`config.mk`:
```
export PLATFORM = sky130hd
export DESIGN_NAME = hop_ctrl
export DESIGN_NICKNAME = d
export VERILOG_FILES = /design/src/rtl/hop_ctrl.sv
export SDC_FILE = /design/constraint.sdc
export NUM_CORES = 1
export LEC_CHECK = 0
export ABC_CLOCK_PERIOD_IN_PS = 2300
export BUFFER_PORTS_ARGS = -buffer_cell sky130_fd_sc_hd__buf_4
export CAP_MARGIN = 20
export CORE_ASPECT_RATIO = 0.5
export CORE_MARGIN = 5
export CORE_UTILIZATION = 60
export DETAILED_ROUTE_END_ITERATION = 7
export GPL_TIMING_DRIVEN = 1
export PLACE_DENSITY = 0.86
export SYNTH_ARGS = -nofsm -noshare
export SYNTH_HDL_FRONTEND = slang
export SYNTH_SLANG_ARGS = --single-unit
export TNS_END_PERCENT = 100
```
`constraint.sdc`:
```
create_clock -name clk -period 2.3 [get_ports clk]
set_input_delay 0.115 -clock clk [delete_from_list [all_inputs] [get_ports clk]]
set_output_delay 0.115 -clock clk [all_outputs]
set_load 0.05 [all_outputs]
```
`src/rtl/hop_ctrl.sv`:
```
// Hop button conditioner: sync + debounce + one-shot hop FSM driving move_btn.
// Optional macro HOP_CTRL_AUTOREPEAT_EN enables auto-repeat while the button is held.
module hop_ctrl #(
    parameter int DEBOUNCE_CYCLES = 250000,
    parameter int HOP_CYCLES      = 2000010,
    parameter int COOLDOWN_CYCLES = 125000,
    parameter int REPEAT_CYCLES   = 500000,
    parameter int CNT_W           = 21
) (
    input  logic       clk,
    input  logic       reset,
    input  logic       btn_raw,
    output logic       move_btn,
    output logic       busy,
    output logic       btn_db,
    output logic [7:0] hop_count
);

    localparam logic [1:0] IDLE     = 2'd0;
    localparam logic [1:0] HOP      = 2'd1;
    localparam logic [1:0] COOLDOWN = 2'd2;
    localparam logic [1:0] WAIT_REL = 2'd3;

`ifdef HOP_CTRL_AUTOREPEAT_EN
    localparam logic AUTOREP = 1'b1;
`else
    localparam logic AUTOREP = 1'b0;
`endif

    localparam logic [CNT_W-1:0] DB_LAST   = CNT_W'(DEBOUNCE_CYCLES - 1);
    localparam logic [CNT_W-1:0] HOP_LAST  = CNT_W'(HOP_CYCLES - 1);
    localparam logic [CNT_W-1:0] COOL_LAST = CNT_W'(COOLDOWN_CYCLES - 1);
    localparam logic [CNT_W-1:0] REP_LAST  = CNT_W'(REPEAT_CYCLES - 1);

    logic             sync1, btn_s;
    logic [CNT_W-1:0] db_cnt;
    logic             btn_db_d, press;
    logic [1:0]       state, state_nxt;
    logic [CNT_W-1:0] phase_cnt, phase_nxt;
    logic             hop_start;

    always_comb begin
        state_nxt = state;
        phase_nxt = phase_cnt;
        hop_start = 1'b0;
        case (state)
            IDLE: begin
                if (press) begin
                    state_nxt = HOP;
                    phase_nxt = '0;
                    hop_start = 1'b1;
                end
            end
            HOP: begin
                if (phase_cnt == HOP_LAST) begin
                    state_nxt = COOLDOWN;
                    phase_nxt = '0;
                end else begin
                    phase_nxt = phase_cnt + CNT_W'(1);
                end
            end
            COOLDOWN: begin
                if (phase_cnt == COOL_LAST) begin
                    state_nxt = btn_db ? WAIT_REL : IDLE;
                    phase_nxt = '0;
                end else begin
                    phase_nxt = phase_cnt + CNT_W'(1);
                end
            end
            WAIT_REL: begin
                // Without auto-repeat this state only waits for release.
                if (!btn_db) begin
                    state_nxt = IDLE;
                    phase_nxt = '0;
                end else if (AUTOREP && phase_cnt == REP_LAST) begin
                    state_nxt = HOP;
                    phase_nxt = '0;
                    hop_start = 1'b1;
                end else if (AUTOREP) begin
                    phase_nxt = phase_cnt + CNT_W'(1);
                end
            end
            default: begin
                state_nxt = IDLE;
                phase_nxt = '0;
            end
        endcase
    end

    always_ff @(posedge clk) begin
        if (reset) begin
            sync1     <= 1'b0;
            btn_s     <= 1'b0;
            db_cnt    <= '0;
            btn_db    <= 1'b0;
            btn_db_d  <= 1'b0;
            press     <= 1'b0;
            state     <= IDLE;
            phase_cnt <= '0;
            move_btn  <= 1'b0;
            busy      <= 1'b0;
            hop_count <= 8'd0;
        end else begin
            sync1 <= btn_raw;
            btn_s <= sync1;
            // Only an unbroken run of mismatching samples flips the debounced level.
            if (btn_s != btn_db) begin
                if (db_cnt == DB_LAST) begin
                    btn_db <= ~btn_db;
                    db_cnt <= '0;
                end else begin
                    db_cnt <= db_cnt + CNT_W'(1);
                end
            end else begin
                db_cnt <= '0;
            end
            btn_db_d  <= btn_db;
            press     <= btn_db & ~btn_db_d;
            state     <= state_nxt;
            phase_cnt <= phase_nxt;
            move_btn  <= (state_nxt == HOP);
            busy      <= (state_nxt != IDLE);
            hop_count <= hop_count + {7'd0, hop_start};
        end
    end

endmodule

```
==> results of run 1 <==
-- worst max-delay path, delay by kind of cell (launching register included) --
kind                     cells  cell delay [ns]
flip-flops                   1             0.39
AND/OR/NAND/NOR              3             0.66
AO/OA/AOI/OAI                3             0.72
adder cells (fa/ha/maj)      1             0.22
-- synthesized netlist by cell type, types with 2 or more instances --
master / instances
nor2_1: 63
dfxtp_1: 59
xor2_1: 23
nand3_1: 22
xnor2_1: 21
nand2_1: 20
inv_1: 14
ha_1: 10
nand4_1: 10
nor2b_1: 7
nor3_1: 6
and3_1: 5
and4_1: 5
clkbuf_1: 5
o21ai_0: 4
a31oi_1: 3
nand2b_1: 3
or3_1: 3
a21oi_1: 2
nor4bb_1: 2
-- logic make-up after synthesis --
kind of cell | Yosys count | share of synthesized area, %
AND/OR/NAND/NOR | 157 | 29.31
flip-flops | 59 | 42.83
XOR/XNOR | 44 | 13.97
AO/OA/AOI/OAI | 20 | 5.990
buffers and inverters | 20 | 2.995
adder cells (fa/ha/maj) | 10 | 4.537
multiplexers | 1 | 0.3630
-- power breakdown --
group / switching (mW) / total [mW] / internal (mW) / leakage (nW)
Combinational: 0.0170 / 0.0278 / 0.0107 / 0.577
Sequential: 0.00121 / 1.02 / 1.02 / 0.475
Clock: 0.392 / 0.943 / 0.551 / 0.0974
-- layer usage --
metal	track usage (%)	vias to the layer above	wire [µm]
met3	6.007	13	206
li1	-	1102	-
met1	20.16	1051	2396
met2	37.32	50	2808
met5	0	-	0
met4	9.410	0	121
-- layout make-up --
type / count / area (µm²) / share of cell area [%]
timing repair buffer: 18 / 150.1 / 4.747
multi-input combinational: 232 / 1506 / 47.63
clock inverter: 4 / 50.05 / 1.582
sequential: 59 / 1181 / 37.34
inverter: 14 / 52.55 / 1.661
clock buffer: 11 / 151.4 / 4.786
tap: 57 / 71.32 / 2.255
-- state kept, by name, indices dropped and copies added, names as in the netlist, 2 cells and up --
register / cells
hop_count: 8
db_cnt: 21
state: 2
phase_cnt: 21
-- cells in the final DEF (no fill, tap or decap), types with 3 or more instances in the layout --
| cell type | instances |
|---|---|
| a31oi_1 | 3 |
| dfxtp_1 | 59 |
| inv_1 | 14 |
| and3_1 | 5 |
| xnor2_1 | 21 |
| nand3_1 | 22 |
| and4_1 | 5 |
| nand4_1 | 10 |
| o21ai_0 | 4 |
| ha_1 | 10 |
| nand2_1 | 20 |
| nor2_1 | 63 |
| buf_4 | 16 |
| clkbuf_8 | 11 |
| nor2b_1 | 7 |
| nand2b_1 | 3 |
| nor3_1 | 5 |
| xor2_1 | 23 |
| or3_1 | 3 |
-- repair_timing --
item | 4_1_cts | 5_1_grt
hold endpoints to repair | 1 | 0
hold buffers | 1 | 0
gates resized for setup | 0 | 3
setup endpoints to repair | 0 | 3
setup buffers | 0 | 0
-- worst max-delay path by stage --
stage                               from                   to  slack (ns)  cells past startpoint
6_report       phase_cnt[0]$_SDFFE_PP0P_  move_btn$_SDFF_PP0_        0.18                      7
5_1_grt        phase_cnt[1]$_SDFFE_PP0P_      busy$_SDFF_PP0_        0.06                      7
2_1_floorplan  phase_cnt[5]$_SDFFE_PP0P_      busy$_SDFF_PP0_        0.32                      6
4_1_cts        phase_cnt[0]$_SDFFE_PP0P_      busy$_SDFF_PP0_        0.06                      7
3_3_place_gp   phase_cnt[0]$_SDFFE_PP0P_      busy$_SDFF_PP0_        0.24                      7
3_5_place_dp   phase_cnt[0]$_SDFFE_PP0P_      busy$_SDFF_PP0_        0.07                      7
-- metrics by stage --
stage | util [%] | setup WS [ns] | instance area, µm² | hold WS [ns]
floorplan | - | 0.3225 | 2758 | 0.2432
global placement | 66.43 | 0.2442 | 2939 | 0.3381
detailed placement | 66.43 | 0.07371 | 2939 | 0.3349
CTS | 71.21 | 0.06455 | 3151 | 0.07280
global route | 71.49 | 0.05691 | 3163 | 0.09976
finish | 71.49 | 0.1798 | 3163 | 0.08767
==> qor.yml, run 1 <==
skew_ns: 0.01246
reg2reg_to: "move_btn$_SDFF_PP0_"
power_leakage_nw: 1.150
finalSetupTns_ns: 0
drt_iter0_drc: 112
hold_path.startpoint: "reset"
fillerInstances: 314
stdcell_count: 395
path_max_fanout: 5
dp_hpwl_um: 3745
cap_violations: 0
vdd_drop_max_uv: 426.0
synth_top_area_cell: "dfxtp_1"
drtAntennaViolNets: 0
io_pins: 14
drc_errors: 0
status: "completed"
async_reset_ff_share_pct: 0
netlist_instances: 311
synth_fp_nets: 324
drive_gt1_share_pct: 13.02
start_util_pct: 62.33
root_buffer: "clkbuf_8"
synth-seq-cells: 59
globalplace.congestion: 0.8718
slew_headroom_pct: 65.38
fp.dieW_um: 105.9
gr-total-overflow: 0
grt_pass1_vias: 2214
placed_cells: 379
reg2reg_from: "phase_cnt[0]$_SDFFE_PP0P_"
reg2reg_depth: 7
avgViaCountPerCell: 5.610
hold_viol: 0
die_h_um: 57.94
grt_usage_pct: 19.64
cp-end-kind: "register"
antenna_found_initial: 0
path_clk_slew_ns: 0.07
cp-start-kind: "register"
hold_path_end: "hop_count[5]$_SDFF_PP0_"
total_power_mw: 1.996
min_path_type: "in -> reg"
synth_area_leaders: "dfxtp_1 43%, nor2_1 8.6%, xor2_1 7.3%"
synth_cell_types: 44
seq_area_frac_synth_pct: 42.83
worstPathCellList: "ha_1 -> nor4bb_1 -> and3_1 -> nand3_4 -> a22o_4 -> o311ai_2 -> a221oi_2"
worst_ep_arrival_time_ns: 2.32
rows: 17
area_growth_syn_to_layout_pct: 14.70
clkSinkCount: 59
numCtsBuffers: 9
htreeDepth: 3
grt_start_max_net_pins: 22
cts_buffer_depth: 2
vias: 2216
drtPass1Iterations: 7
synth_area_per_cell_um2: 8.867
grt_pass1_wl_um: 9591
crit_type: "reg -> reg"
fin_crit_sh_pct: 92.18
wirelength_um: 5533
timing.final.crit_period_ns: 2.120
netlist_area_mm2: 0.002758
r2r_slack_ns: 0.18
worst_slew_pin_slew_ns: 0.5159
portBuffers: 13
p_per_area_mw_per_mm2: 631.0
num-nets-final: 347
wl_per_cell_um: 14.01
synth_edf_count: 0
fp.dieArea_mm2: 0.006134
hold-path-cell-count: 2
ys_warn_count: 0
synthFlopType: "dfxtp_1"
crit_slowest_cell: "dfxtp_1"
setup_viol: 0
cp_slowest_stage_delay_ns: 0.39
clk_latency_ns: 0.34
rsz0062_at_grt: "false"
core-area_mm2: 0.004424
diodes: 0
critPathRequiredTime_ns: 2.50
cts_tree: "built"
yosysTopAreaCellShare_pct: 42.83
max_freq_mhz: 471.6
final_max_slew_viol_count: 0
(Power assumes the default switching activity.)
==> inputs of run 2 (changes only) <==
--- a/config.mk
+++ b/config.mk
@@ -5,15 +5,16 @@
 export SDC_FILE = /design/constraint.sdc
 export NUM_CORES = 1
 export LEC_CHECK = 0
+export ABC_AREA = 1
 export ABC_CLOCK_PERIOD_IN_PS = 2300
 export BUFFER_PORTS_ARGS = -buffer_cell sky130_fd_sc_hd__buf_4
 export CAP_MARGIN = 20
 export CORE_ASPECT_RATIO = 0.5
 export CORE_MARGIN = 5
-export CORE_UTILIZATION = 60
+export CORE_UTILIZATION = 61
 export DETAILED_ROUTE_END_ITERATION = 7
 export GPL_TIMING_DRIVEN = 1
-export PLACE_DENSITY = 0.86
+export PLACE_DENSITY = 0.87
 export SYNTH_ARGS = -nofsm -noshare
 export SYNTH_HDL_FRONTEND = slang
 export SYNTH_SLANG_ARGS = --single-unit
==> run 2 against run 1 <==
Against the previous run: combinational power rose to 3.4 times the previous value; flip-flop and latch count did not move; synthesized area up 12%; critical endpoint is now phase_cnt[19]$_SDFFE_PP0P_; sequential power about the same; clock skew fell by 0.0055 ns; highest routed layer unchanged; critical path depth up 4; register-to-register slack better by 0.13 ns; count of clock-buffer cells in the layout stayed put; final cell count up 37%; non-clock buffer count fell by 2; first-iteration DRC count shrank 4.5%.
==> qor.yml, run 2 <==
status: "completed"
portBuffers: 13
cp-end-kind: "register"
vdd_drop_max_uv: 430.8
timing.final.crit_period_ns: 1.992
synth-seq-cells: 59
cp_num_buf_inv: 2
power_leakage_nw: 1.389
ys_top_cells_by_count: "84 x nand2_1, 84 x nor2_1, 59 x dfxtp_1, 58 x inv_1, 34 x nand3_1"
synthFlopType: "dfxtp_1"
cp-start-kind: "register"
area_growth_syn_to_layout_pct: 12.34
cap_violations: 0
min_path_type: "in -> reg"
start_util_pct: 62.89
synth_area_leaders: "dfxtp_1 38%, nand2_1 10%, nor2_1 10%"
root_buffer: "clkbuf_8"
synth_area_per_cell_um2: 6.955
wirelength_um: 6405
crit_slowest_cell: "dfxtp_1"
fillerInstances: 417
grt_pass1_vias: 2629
wl_per_cell_um: 11.82
reg2reg_depth: 11
yosysTopAreaCellShare_pct: 38.08
cts_buffer_depth: 2
fin_util_pct: 70.65
cp_slowest_stage_delay_ns: 0.40
clkSinkCount: 59
slew_headroom_pct: 76.95
cpLargestDelayFamily: "simple AND/OR/NAND/NOR gates"
fp.dieW_um: 110.8
synth_cell_types: 36
hold_ws_ns: 0.06670
skew_ns: 0.006923
synth_edf_count: 0
worstPathCellList: "inv_1 -> ha_1 -> nand2_1 -> nand2_2 -> inv_2 -> nand3_1 -> nor3_2 -> and2_1 -> nand3_1 -> nand2_1 -> nor2_2"
die_h_um: 60.42
path_clk_slew_ns: 0.07
final_cell_mix: "84 x nand2_1, 84 x nor2_1, 59 x dfxtp_1"
hold-path-cell-count: 2
diodes: 0
vias: 2779
final_max_slew_viol_count: 0
drtAntennaViolNets: 0
worst_ep_arrival_time_ns: 2.23
clk_latency_ns: 0.35
fp.dieArea_mm2: 0.006697
grt_usage_pct: 21.11
hold_viol: 0
drive_gt1_share_pct: 13.14
drtPass1Iterations: 4
rsz0062_at_grt: "false"
crit_type: "reg -> reg"
numCtsBuffers: 9
cts_tree: "built"
gr-total-overflow: 0
netlist_area_mm2: 0.003102
ys_warn_count: 0
critPathRequiredTime_ns: 2.54
drt_iter0_drc: 107
grt_start_max_net_pins: 18
num-nets-final: 481
p_per_area_mw_per_mm2: 600.2
io_pins: 14
synth_top_area_cell: "dfxtp_1"
cts_setup_buffers: 0
htreeDepth: 3
setup_viol: 0
grt_pass1_wl_um: 11410
ctsResizeCount: 0
drc_errors: 0
max_freq_mhz: 502.1
fin_crit_sh_pct: 86.59
core-area_mm2: 0.004932
path_max_fanout: 17
synth_fp_nets: 459
rows: 18
finalSetupTns_ns: 0
dp_hpwl_um: 4555
seq_area_frac_synth_pct: 38.08
async_reset_ff_share_pct: 0
crit_cells: 11
globalplace.congestion: 0.8878
antenna_found_initial: 0
total_power_mw: 2.092
avgViaCountPerCell: 5.127
top_regs: "db_cnt (21), phase_cnt (21), hop_count (8)"
worst_slew_pin_slew_ns: 0.3431
netlist_instances: 446
[run 2: cell count changes after synthesis, moves of 12 or more]
cell	previous run	this run
nand3_1	22	34
xor2_1	23	10
xnor2_1	21	5
nand2_1	20	84
nor2_1	63	84
nor3_1	6	21
inv_1	14	58
a21oi_1	2	15
[run 2: per-stage QoR]
stage	setup WS (ns)	instance area, µm²	instances
global route	0.09672	3485	542
floorplan	0.6258	3102	446
detailed placement	0.3586	3273	526
global placement	0.4402	3273	526
CTS	0.3362	3485	542
finish	0.3085	3485	542
[run 2: what timing repair did]
action | in CTS | in global routing
hold buffers | 1 | 0
endpoints found under the setup margin | 0 | 0
endpoints found under the hold margin | 1 | 0
[run 2: layout make-up]
| class | count | area, µm² | share of cell area (%) |
|---|---|---|---|
| clock buffers | 11 | 151.4 | 4.345 |
| clock inverters | 4 | 50.05 | 1.436 |
| inverters | 65 | 244.0 | 7.002 |
| multi-input cells | 317 | 1648 | 47.29 |
| flip-flops and latches | 59 | 1181 | 33.90 |
| well taps | 70 | 87.58 | 2.513 |
| repair buffers | 16 | 122.6 | 3.519 |
[run 2: worst reg2reg max path: cells and delay by family, from the launching register on]
family / cells / cell delay, ns
adders and majority gates: 1 / 0.23
buffers and inverters: 2 / 0.30
DFF: 1 / 0.40
and+or+nand+nor: 8 / 0.94
[run 2: final timing paths]
path | from | endpoint | slack [ns]
worst min register to register | sync1$_SDFF_PP0_ | btn_s$_SDFF_PP0_ | 0.41
worst min-delay path | reset | phase_cnt[20]$_SDFFE_PP0P_ | 0.07
worst max register to register | state[0]$_SDFF_PP0_ | phase_cnt[19]$_SDFFE_PP0P_ | 0.31
worst max-delay path | state[0]$_SDFF_PP0_ | phase_cnt[19]$_SDFFE_PP0P_ | 0.31
[run 2: layer usage]
metal | part of all wire [%] | up-vias | global-route usage (%) | routed length, µm
met2 | 47 | 49 | 37.33 | 2991
met4 | 1.5 | 0 | 9.298 | 96
met3 | 4.3 | 10 | 5.976 | 273
met5 | 0 | - | 0 | 0
li1 | - | 1461 | - | -
met1 | 48 | 1259 | 24.94 | 3043
[run 2: cells by family (layout without fill, tap and decap cells)]
kind of cell	count (synthesis)	count (layout)	share of synthesized area, %
XOR/XNOR	15	15	4.235
AO/OA/AOI/OAI	25	25	4.518
buffers and inverters	70	96	8.794
adder cells (fa/ha/maj)	10	10	4.034
AND/OR/NAND/NOR	267	267	40.34
flip-flops	59	59	38.08
[run 2: power breakdown]
group / switching, mW / internal (mW) / leakage, nW
clock network: 0.411 / 0.550 / 0.0974
logic: 0.0698 / 0.0259 / 0.816
registers: 0.00478 / 1.03 / 0.476
total: 0.486 / 1.61 / 1.39
